$ cat config.mk
export PLATFORM = sky130hd
export DESIGN_NAME = mem_arbiter
export DESIGN_NICKNAME = d
export VERILOG_FILES = /design/src/rtl/mem_arbiter.sv
export SDC_FILE = /design/constraint.sdc
export NUM_CORES = 1
export LEC_CHECK = 0
export ABC_AREA = 1
export CAP_MARGIN = 0
export CELL_PAD_IN_SITES_DETAIL_PLACEMENT = 0
export CELL_PAD_IN_SITES_GLOBAL_PLACEMENT = 1
export CORE_AREA = 3 3 294 296
export CTS_BUF_LIST = sky130_fd_sc_hd__clkbuf_8
export DETAILED_ROUTE_END_ITERATION = 8
export DIE_AREA = 0 0 297 299
export GPL_TIMING_DRIVEN = 1
export HOLD_SLACK_MARGIN = 0.12
export PLACE_DENSITY = 0.59
export SLEW_MARGIN = 5
export SYNTH_ARGS = -nofsm -noshare
export SYNTH_HDL_FRONTEND = slang
export SYNTH_SLANG_ARGS = --single-unit
$ cat constraint.sdc
create_clock -name clk -period 17.2 [get_ports clk]
set_clock_uncertainty 0.2 [all_clocks]
set_input_delay 3.44 -clock clk [delete_from_list [all_inputs] [get_ports clk]]
set_output_delay 3.44 -clock clk [all_outputs]
set_load 0.02 [all_outputs]
$ cat src/rtl/mem_arbiter.sv
// mem_arbiter: shares the single main-memory port between the instruction cache
// (line-fill reads) and the data cache (line fills and write-backs). Arbitration
// is round-robin and only one memory transaction is ever outstanding.
module mem_arbiter #(
    parameter int ADDR_WIDTH = 32,
    parameter int LINE_WIDTH = 128
) (
    input  logic                  clk,
    input  logic                  rst,
    input  logic                  i_req,
    input  logic [ADDR_WIDTH-1:0] i_addr,
    output logic                  i_ready,
    output logic [LINE_WIDTH-1:0] i_rdata,
    input  logic                  d_req,
    input  logic                  d_we,
    input  logic [ADDR_WIDTH-1:0] d_addr,
    input  logic [LINE_WIDTH-1:0] d_wdata,
    output logic                  d_ready,
    output logic [LINE_WIDTH-1:0] d_rdata,
    output logic                  mem_req,
    output logic                  mem_we,
    output logic [ADDR_WIDTH-1:0] mem_addr,
    output logic [LINE_WIDTH-1:0] mem_wdata,
    input  logic [LINE_WIDTH-1:0] mem_rdata,
    input  logic                  mem_ready,
    output logic                  busy,
    output logic                  owner
);

    typedef enum logic [1:0] {
        IDLE = 2'd0,
        BUSY = 2'd1,
        RESP = 2'd2
    } state_t;

    state_t state;
    state_t state_next;
    logic   last_grant;
    logic   grant_valid;
    logic   grant_sel;

    assign busy = (state != IDLE);

    // Arbitration and next state: in IDLE pick a requester, favouring the side not served last on a tie.
    always_comb begin
        state_next  = state;
        grant_valid = 1'b0;
        grant_sel   = 1'b0;
        case (state)
            IDLE: begin
                if (i_req && d_req) begin
                    grant_valid = 1'b1;
                    grant_sel   = ~last_grant;
                end else if (i_req) begin
                    grant_valid = 1'b1;
                    grant_sel   = 1'b0;
                end else if (d_req) begin
                    grant_valid = 1'b1;
                    grant_sel   = 1'b1;
                end
                if (grant_valid) begin
                    state_next = BUSY;
                end
            end
            BUSY: begin
                if (mem_ready) begin
                    state_next = RESP;
                end
            end
            RESP: begin
                state_next = IDLE;
            end
            default: begin
                state_next = IDLE;
            end
        endcase
    end

    // State register; reset abandons any transaction in flight.
    always_ff @(posedge clk or posedge rst) begin
        if (rst) begin
            state <= IDLE;
        end else begin
            state <= state_next;
        end
    end

    // Memory port, grant bookkeeping, ready pulses and captured fill data.
    always_ff @(posedge clk or posedge rst) begin
        if (rst) begin
            mem_req    <= 1'b0;
            mem_we     <= 1'b0;
            mem_addr   <= '0;
            mem_wdata  <= '0;
            owner      <= 1'b0;
            last_grant <= 1'b1;
            i_ready    <= 1'b0;
            d_ready    <= 1'b0;
            i_rdata    <= '0;
            d_rdata    <= '0;
        end else begin
            i_ready <= 1'b0;
            d_ready <= 1'b0;
            if (state == IDLE && grant_valid) begin
                mem_req    <= 1'b1;
                mem_we     <= grant_sel ? d_we : 1'b0;
                mem_addr   <= grant_sel ? d_addr : i_addr;
                mem_wdata  <= grant_sel ? d_wdata : '0;
                owner      <= grant_sel;
                last_grant <= grant_sel;
            end
            if (state == BUSY && mem_ready) begin
                mem_req <= 1'b0;
                if (owner) begin
                    d_ready <= 1'b1;
                    if (!mem_we) begin
                        d_rdata <= mem_rdata;
                    end
                end else begin
                    i_ready <= 1'b1;
                    i_rdata <= mem_rdata;
                end
            end
        end
    end

endmodule

Yosys cells after proc, flatten, opt, wreduce, memory -nomap -nowiden
Cells that the tools add are included.
- multiplexer cells: 20
- reduce and logical (&&, ||, !) cells: 9
- eq/ne operators: 3
- bitwise logic cells: 3
- operators by type and width (kind ; number):
    $mux W128 ; 1
    $mux W32 ; 1
    $mux W1 ; 15
    $mux W2 ; 2
    $ne A2 B2 Y1 const B ; 2
    $pmux W2 S2 ; 1
    $reduce_and A2 Y1 ; 2
    $reduce_bool A2 Y1 ; 2
    $logic_and A1 B1 Y1 ; 3
    $not A1 Y1 ; 3
    $reduce_and A3 Y1 ; 1
    $eq A2 B1 Y1 const B ; 1
    $logic_not A2 Y1 ; 1
- bits in registers: 424
- output and inout port bits: 422
- word-level logic and storage cells: 46
- bits of input ports: 326

Depth between registers and ports, before layout
Gate-level depths: netlist (run 1).
- word-level depth: 8
- depth in mapped cells: 8
- depth with buffers taken out: 6

Least setup slack after synthesis (run 1)
OpenSTA, ideal clock, no wires.
- path type: input-to-reg
- from: in d_req
- to: reg mem_wdata[10]
- required time: 16.870 ns
- setup slack: 12.551 ns
- data arrival time: 4.318 ns
- library setup time: 0.130 ns
- stages: 8
- path buffers: 3
- cell sequence: buf_2 -> nor2_1 -> nor2_4 -> inv_2 -> buf_6 -> buf_4 -> nand2_1 -> o21ai_1
- cells in the longest elaborated chain, start to end: 6
- elaborated cells between the ends (all ways): 11
- classes of those cells: 9 x mux; 2 x reduce/logical
- ends and longest elaborated chain (element ; RTL line ; source):
    start, declared ; 14 ; input logic d_req,
    $mux W1 ; 57 ; end else if (d_req) begin
    $mux W1 ; 54 ; end else if (i_req) begin
    $mux W1 ; 51 ; if (i_req && d_req) begin
    $mux W1 (2 in a row) ; 49 ; case (state)
    $logic_and A1 B1 Y1 ; 104 ; if (state == IDLE && grant_valid) begin
    end signal, assigned ; 108 ; mem_wdata <= grant_sel ? d_wdata : '0;
    end, declared ; 23 ; output logic [LINE_WIDTH-1:0] mem_wdata,
Several ways; a longest one is shown, not always the timed one. The select of a mux whose other input is x is not followed.
A chain may end at the register's enable or synchronous reset.

Worst setup path in the final report (run 1)
- from: in d_req
- to: reg mem_wdata[97]
The elaborated chain is that of the path after synthesis.

==> results of run 1 <==
layer usage:
layer	global-route usage (%)	up-vias	wire (microns)
met5	0	-	66
met4	4.753	10	1642
met3	7.207	112	7552
met2	27.58	581	36010
met1	18.55	7753	29240
li1	-	7589	-
power by group:
group	total, W	switching [W]	internal [W]
logic	0.00260	0.00155	0.00105
clock network	0.00106	0.000467	0.000595
registers	0.00172	0.000256	0.00146
cell usage after synthesis, types with 2 or more instances:
cell / instances / share of area [%]
nor2_2: 2 / 0.073
o21ai_1: 49 / 1.4
nand4_1: 32 / 1.2
buf_2: 19 / 0.55
inv_2: 2 / 0.044
clkbuf_1: 71 / 1.6
nand3_1: 32 / 0.93
nand2_1: 741 / 16
dfrtp_1: 423 / 62
buf_1: 3 / 0.066
inv_1: 198 / 4.3
o21ai_0: 336 / 9.8
nor2_1: 5 / 0.11
buf_4: 36 / 1.6
nor2_4: 2 / 0.13
critical path: stages:
cell,delay [ns]
clkdlybuf4s50_1,0.46
buf_4,0.39
nor2_1,0.13
nor2_4,0.77
inv_4,0.52
buf_4,0.56
nand2_1,0.16
o21ai_0,0.10
through the flow:
stage,power (W),hold WS (ns)
2_1_floorplan,0.002946,0.2421
3_3_place_gp,0.004360,0.2516
3_5_place_dp,0.004388,0.2592
4_1_cts,0.005502,0.2694
5_1_grt,0.005751,0.2835
6_report,0.005384,0.2644
sequential cells by signal (all words and copies together) (netlist names):
signal      flops
d_rdata       128
d_ready         1
i_rdata       128
i_ready         1
last_grant      1
mem_addr       32
mem_req         1
mem_wdata     128
mem_we          1
owner           1
state           2
cell families after synthesis:
group,after synthesis
AOI/OAI and AO/OA,387
and+or+nand+nor,816
DFF,424
buffers and inverters,331
layout make-up:
| cell class | instances | area (sq um) | area share [%] |
|---|---|---|---|
| clock inverters | 43 | 264.0 | 0.9653 |
| clock buffers | 108 | 1486 | 5.435 |
| flip-flops and latches | 424 | 10620 | 38.81 |
| repair buffers | 762 | 7602 | 27.80 |
| multi-input cells | 1203 | 5194 | 18.99 |
| diodes | 3 | 7.507 | 0.02745 |
| inverters | 200 | 760.7 | 2.782 |
| well taps | 1134 | 1419 | 5.188 |
worst max-delay path by stage:
| stage | from | endpoint | slack (ns) | cells past startpoint |
|---|---|---|---|---|
| after detailed placement | d_req | mem_wdata[111] | 10.15 | 8 |
| after CTS | d_req | mem_wdata[86] | 10.89 | 8 |
| after floorplan | rst | d_rdata[0] | 1.76 | 1 |
| after global routing | d_req | mem_wdata[97] | 10.59 | 8 |
| after global placement | d_req | mem_wdata[107] | 10.20 | 8 |
| final | d_req | mem_wdata[97] | 10.83 | 8 |
==> metrics.yaml, run 1 <==
outcome: "finished clean"
cts_hold_buf: 0
cts_max_level: 3
drc: 0
design_area_sq_um: 27350
synthSimpleGateAreaFrac_pct: 18.76
final_hold_viol_count: 0
via_count: 16050
synth_top_family_by_area: "simple AND/OR/NAND/NOR gates"
reg2reg_from: "state[1]"
synth_area_sq_um: 17190
clk_latency_ns: 0.66
synth.mux.area_fraction_pct: 0
grt_max_degree: 157
numCtsBuffers: 85
post-route-util_pct: 32.63
grt_pass1_wl_mm: 111.5
synth.distinct_cells: 22
ys_ff_latch: 424
worstSetupPathType: "in2reg"
syn_nets: 2284
rows: 106
fmax_mhz: 157.1
via_per_inst: 4.139
drive_gt1_share_pct: 5.438
gp_congestion: 0.8219
arrival_ns: 6.64
finalCritPeriodShare_pct: 37.02
crit_path_end_kind: "flip-flop"
synth_edf_count: 0
drt-total-wl_mm: 74.51
grt_overflow_total: 0
power_density_nw_per_um2: 196.9
antenna_found_initial: 10
dieWidth_microns: 297
synth_compound_area_share_pct: 11.29
layout_commonest_cell: "clkdlybuf4s50_1"
worstRegToRegCells: 7
syn_area_per_cell_sq_um: 8.778
nets: 3002
path_clk_slew_ns: 0.06
setup_violations: 0
dp.cells: 3723
io_pins: 748
slew_headroom_pct: 20.14
cts_root_buf: "clkbuf_8"
die_area_sq_um: 88800
r2r-end: "d_rdata[3]"
postCtsSetupBuffers: 0
place_hpwl_mm: 51.21
ctsResizeCount: 0
hold_path_end: "last_grant"
hold_depth: 2
core_sq_um: 83820
syn-instance-count: 1958
synthFlopType: "dfrtp_1"
p_leak_nw: 12.98
setup_ws_ns: 10.83
tightestPinTransition_ns: 1.198
crit_path_start_kind: "primary input"
ff2ff_setup_slack_ns: 13.82
firstDrtPassIters: 5
vdd_ir_drop_max_mv: 0.09151
synth-seq-area-share_pct: 61.74
final_cell_mix: "clkdlybuf4s50_1 (747), nand2_1 (740), dfrtp_1 (422), o21ai_0 (336), inv_1 (227)"
pre_cts_ws_ns: 10.15
hp-class: "reg2reg"
start_util_pct: 20.50
grt_usage_pct: 16.28
drv_slew: 0
async_reset_ff_share_pct: 100.0
cts_tree: "yes"
cts_buffer_depth: 3
fillCellCount: 8800
post_drt_wl_per_cell_microns: 19.22
ant_nets: 0
area_growth_pct: 59.13
hp-start: "last_grant"
place_area_sq_um: 25590
tns_ns: 0
io_buffers: 747
maxCapViolations: 0
drt_iter0_markers: 807
cp_max_fo: 91
grt_pass1_vias: 16880
timing.final.crit_period_ns: 6.367
cp.required_ns: 17.47
clkSinkCount: 424
synth-xor-area-share_pct: 0
fin_cells: 3877
die_h_microns: 299
yosys_warnings: 0
grt_setup_unrepaired: "false"
synthAdderAreaFrac_pct: 0
(Power assumes the default switching activity.)
==> run 2, diff against run 1 <==
==> constraint.sdc (replaced) <==
create_clock -name clk -period 5.87 [get_ports clk]
set_clock_uncertainty 0.2 [all_clocks]
set_input_delay 1.174 -clock clk [delete_from_list [all_inputs] [get_ports clk]]
set_output_delay 1.174 -clock clk [all_outputs]
set_load 0.02 [all_outputs]
==> run 2 against run 1 <==
Clock-buffer cell count down 7; sequential power rose to 3.0 times the previous value; die area unchanged; sequential share of layout area down 0.073 points; via count down 0.24%; non-clock buffer count up 3; global-route usage up 0.29 points; power rose to 2.9 times the previous value; worst setup slack worse by 8.8 ns; highest routed layer unchanged.
==> metrics.yaml, run 2 (same netlist as run 1, synthesis figures left out) <==
worstSetupPathType: "in2reg"  # unchanged
drive_gt1_share_pct: 5.365  # was 5.438%
clkSinkCount: 424  # unchanged
fin_cells: 3884  # was 3877
rows: 106  # unchanged
arrival_ns: 4.11  # was 6.64 ns
slew_headroom_pct: 32.88  # was 20.14%
tightestPinTransition_ns: 1.007  # was 1.198 ns
met3_length_mm: 7.984  # was 7.552 mm
grt_max_degree: 143  # was 157
io_pins: 748  # unchanged
cp.required_ns: 6.14  # was 17.47 ns
outcome: "finished clean"  # unchanged
grt_usage_pct: 16.58  # was 16.28%
io_buffers: 747  # unchanged
vdd_ir_drop_max_mv: 0.2060  # was 0.09151 mV
dp.cells: 3726  # was 3723
core_sq_um: 83820  # unchanged
clk_latency_ns: 0.66  # about the same
crit_path_start_kind: "primary input"  # unchanged
finalCritPeriodShare_pct: 65.43
fmax_mhz: 260.4
wl_met1_mm: 28.62  # was 29.24 mm
setup_violations: 0  # unchanged
drc: 0  # unchanged
antenna_found_initial: 13  # was 10
place_hpwl_mm: 53.08  # was 51.21 mm
cts_root_buf: "clkbuf_8"  # unchanged
final_cell_mix: "clkdlybuf4s50_1 (747), nand2_1 (740), dfrtp_1 (422), o21ai_0 (336), inv_1 (229)"  # was clkdlybuf4s50_1 (747), nand2_1 (740), dfrtp_1 (422), o21ai_0 (336), inv_1 (227)
layout_commonest_cell: "clkdlybuf4s50_1"  # unchanged
numCtsBuffers: 83  # was 85
grt_pass1_vias: 17110  # was 16880
post_drt_wl_per_cell_microns: 19.49  # was 19.22 microns
via_count: 16010  # was 16050
ant_nets: 0  # unchanged
path_clk_slew_ns: 0.06  # about the same
hp-class: "reg2reg"  # unchanged
postCtsSetupBuffers: 0  # unchanged
fillCellCount: 8812  # was 8800
highest_layer: "met5"  # unchanged
final_hold_viol_count: 0  # unchanged
dieWidth_microns: 297  # unchanged
grt_setup_unrepaired: "false"  # unchanged
pre_cts_ws_ns: 1.356  # was 10.15 ns
firstDrtPassIters: 5  # unchanged
cts_tree: "yes"  # unchanged
maxCapViolations: 0  # unchanged
drt-total-wl_mm: 75.69  # was 74.51 mm
area_growth_pct: 59.43  # was 59.13%
cts_max_level: 3  # unchanged
cp_max_fo: 59  # was 91
die_h_microns: 299  # unchanged
via_per_inst: 4.121  # was 4.139
cts_hold_buf: 0  # unchanged
wl_met2_mm: 36.55  # was 36.01 mm
die_area_sq_um: 88800  # unchanged
p_leak_nw: 13.00  # was 12.98 nW
drv_slew: 0  # unchanged
top_regs: "d_rdata (128), i_rdata (128), mem_wdata (128)"  # unchanged
grt_overflow_total: 0  # unchanged
gp_congestion: 0.8624  # was 0.8219
power_density_nw_per_um2: 574.9  # was 196.9 nW/um^2
setup_ws_ns: 2.029  # was 10.83 ns
ctsResizeCount: 0  # unchanged
start_util_pct: 20.50  # unchanged
drt_iter0_markers: 841  # was 807
timing.final.crit_period_ns: 3.841
nets: 3003  # was 3002
crit_path_end_kind: "flip-flop"  # unchanged
cts_buffer_depth: 3  # unchanged
grt_pass1_wl_mm: 112.9  # was 111.5 mm
-- run 2: cell types whose count changed in the layout (fill, tap and decap cells not counted), sizes merged --
cell	before	now
clkbuf	108	101
clkinv	5	10
clkinvlp	2	1
diode	3	10
buf	15	18
-- run 2: worst max-delay path, stage by stage --
cell and delay, ns:
clkdlybuf4s50_1 0.81, nor2_1 0.14, nor2_4 0.80, inv_4 0.41
buf_4 0.46, nand2_1 0.14, o21ai_0 0.10
-- run 2: path summary, 6_finish.rpt --
path	start	to	slack, ns	depth (start not counted)
max in group asynchronous	rst	mem_wdata[58]	3.38	3
max reg2reg	state[1]	mem_wdata[77]	2.59	4
min	last_grant	last_grant	0.28	2
min reg2reg	last_grant	last_grant	0.28	2
max	d_req	mem_wdata[117]	2.03	7
min in group asynchronous	rst	owner	0.86	2
-- run 2: power by group --
group	internal [W]	switching, W
combinational	0.00309	0.00451
clock	0.00166	0.00138
sequential	0.00429	0.000834
total	0.00903	0.00672
-- run 2: final cells by class --
| class | instances | area, sq um | area share [%] |
|---|---|---|---|
| Timing Repair Buffer | 765 | 7700 | 28.10 |
| Inverter | 200 | 757.0 | 2.763 |
| Sequential cell | 424 | 10620 | 38.74 |
| Clock buffer | 101 | 1390 | 5.073 |
| Multi-Input combinational cell | 1203 | 5194 | 18.96 |
| Antenna cell | 10 | 25.02 | 0.09133 |
| Clock inverter | 47 | 300.3 | 1.096 |
| Tap cell | 1134 | 1419 | 5.178 |
-- run 2: metrics by stage --
| stage | power (W) | hold slack, ns | setup TNS (ns) | utilization (%) | area, sq um |
|---|---|---|---|---|---|
| 5_1_grt | 0.01683 | 0.3055 | 0 | 32.68 | 27390 |
| 6_report | 0.01575 | 0.2770 | 0 | 32.69 | 27400 |
| 3_3_place_gp | 0.01282 | 0.2553 | 0 | 30.64 | 25680 |
| 2_1_floorplan | 0.008634 | 0.2421 | -518.02 | - | 17190 |
| 3_5_place_dp | 0.01289 | 0.2667 | 0 | 30.64 | 25680 |
| 4_1_cts | 0.01608 | 0.2822 | 0 | 32.66 | 27380 |
-- run 2: layer usage --
metal / GRT usage [%] / vias up
li1: - / 7589
met1: 18.05 / 7686
met2: 28.05 / 598
met3: 7.861 / 129
met4: 6.176 / 4
met5: 0 / -
==> run 3, diff against run 2 <==
==> constraint.sdc (replaced) <==
create_clock -name clk -period 3.6 [get_ports clk]
set_clock_uncertainty 0.2 [all_clocks]
set_input_delay 0.72 -clock clk [delete_from_list [all_inputs] [get_ports clk]]
set_output_delay 0.72 -clock clk [all_outputs]
set_load 0.02 [all_outputs]
==> run 3 against run 2 <==
Final cell count grew 0.41%; register-to-register slack lost 1.2 ns; worst setup slack lost 1.3 ns; sequential cell count is the same; combinational power grew 66%; sequential power grew 62%; via count grew 0.82%; clock-buffer cell count grew 2; largest power group unchanged.
==> metrics.yaml, run 3 (same netlist as run 1, synthesis figures left out) <==
tns_ns: 0  # unchanged
drc: 0  # unchanged
p_leak_nw: 13.12  # was 13.00 nW
finalCritPeriodShare_pct: 78.89
cts_max_level: 3  # unchanged
firstDrtPassIters: 5  # unchanged
cts_hold_buf: 0  # unchanged
grt_setup_unrepaired: "false"  # unchanged
antenna_found_initial: 14  # was 13
regArea_sq_um: 10620  # unchanged
drt-total-wl_mm: 76.79  # was 75.69 mm
hp-class: "reg2reg"  # unchanged
ctsResizeCount: 0  # unchanged
vdd_ir_drop_max_mv: 0.3754  # was 0.2060 mV
drv_slew: 0  # unchanged
setup_violations: 0  # unchanged
cts_root_buf: "clkbuf_8"  # unchanged
maxCapViolations: 0  # unchanged
clk_latency_ns: 0.63  # was 0.66 ns
dieWidth_microns: 297  # unchanged
io_buffers: 747  # unchanged
io_pins: 748  # unchanged
path_clk_slew_ns: 0.05  # was 0.06 ns
die_h_microns: 299  # unchanged
post_drt_wl_per_cell_microns: 19.69  # was 19.49 microns
core_sq_um: 83820  # unchanged
final_hold_viol_count: 0  # unchanged
finalPower_w: 0.02597  # was 0.01575 W
grt_usage_pct: 16.83  # was 16.58%
outcome: "finished clean"  # unchanged
ant_nets: 0  # unchanged
grt_pass1_wl_mm: 114.4  # was 112.9 mm
drive_gt1_share_pct: 6.307  # was 5.365%
cp_max_fo: 4  # was 59
cts_tree: "yes"  # unchanged
slew_headroom_pct: 35.58  # was 32.88%
via_per_inst: 4.138  # was 4.121
timing.final.crit_period_ns: 2.840
via_count: 16140  # was 16010
crit_path_start_kind: "flip-flop"  # was primary input
layout_commonest_cell: "clkdlybuf4s50_1"  # unchanged
power_density_nw_per_um2: 938.2  # was 574.9 nW/um^2
die_area_sq_um: 88800  # unchanged
top_regs: "d_rdata (128), i_rdata (128), mem_wdata (128)"  # unchanged
fmax_mhz: 352.1
tightestPinTransition_ns: 0.9642  # was 1.007 ns
gp_congestion: 0.8537  # was 0.8624
crit_path_end_kind: "output pin"  # was flip-flop
cts_buffer_depth: 3  # unchanged
postCtsSetupBuffers: 0  # unchanged
start_util_pct: 20.50  # unchanged
fillCellCount: 8776  # was 8812
worstSetupPathType: "reg2out"  # was in2reg
arrival_ns: 1.92  # was 4.11 ns
area_growth_pct: 61.04  # was 59.43%
nets: 3023  # was 3003
multiInputGateArea_sq_um: 5194  # unchanged
drt_iter0_markers: 761  # was 841
grt_max_degree: 103  # was 143
place_hpwl_mm: 54.35  # was 53.08 mm
grt_overflow_total: 0  # unchanged
grt_pass1_vias: 17220  # was 17110
numCtsBuffers: 83  # unchanged
clkSinkCount: 424  # unchanged
rows: 106  # unchanged
cp.required_ns: 2.68  # was 6.14 ns
final_cell_mix: "clkdlybuf4s50_1 (747), nand2_1 (740), dfrtp_1 (422), o21ai_0 (336), inv_1 (221)"  # was clkdlybuf4s50_1 (747), nand2_1 (740), dfrtp_1 (422), o21ai_0 (336), inv_1 (229)
## run 3: worst max-delay path, stage by stage, from the launching register on
cell and delay, ns:
dfrtp_1 0.43, inv_1 0.06, nand2_1 0.13, clkdlybuf4s50_1 0.67
## run 3: cell type report
cell class | instances | area share [%]
multi-input cells | 1203 | 18.77
flip-flops and latches | 424 | 38.35
well taps | 1134 | 5.127
inverters | 200 | 2.735
clock buffers | 103 | 5.122
diodes | 7 | 0.06329
repair buffers | 785 | 28.73
clock inverters | 44 | 1.108
## run 3: metal layers
metal | part of all wire, % | global-route usage (%) | vias up
li1 | - | - | 7623
met1 | 38 | 18.86 | 7752
met2 | 48 | 28.14 | 627
met3 | 11 | 7.744 | 123
met4 | 3.0 | 5.988 | 12
met5 | 0.096 | 0 | -
## run 3: metrics by stage
stage	setup slack [ns]	instance area (sq um)	cells	util, %	hold WS, ns
after global routing	0.5888	27660	3895	33.00	0.2969
after CTS	0.5949	27660	3893	33.00	0.2749
final	0.7601	27680	3900	33.02	0.2696
after detailed placement	0.6929	25930	3746	30.94	0.2665
after global placement	0.7131	25930	3746	30.94	0.2565
after floorplan	-3.041	17190	1958	-	0.2421
## run 3: power breakdown
group | switching [W] | internal (W) | leakage, nW
clock | 0.00226 | 0.00281 | 0.979
combinational | 0.00750 | 0.00514 | 6.75
sequential | 0.00127 | 0.00699 | 5.39
total | 0.0110 | 0.0149 | 13.1
## run 3: path summary, 6_finish.rpt
kind / from / depth (start not counted) / to / slack, ns
max: state[1] / 3 / busy / 0.76
min: last_grant / 2 / last_grant / 0.27
max reg2reg: state[1] / 5 / mem_wdata[116] / 1.40
min reg2reg: last_grant / 2 / last_grant / 0.27
max in group asynchronous: rst / 3 / i_rdata[58] / 1.90
min in group asynchronous: rst / 2 / mem_addr[8] / 0.50
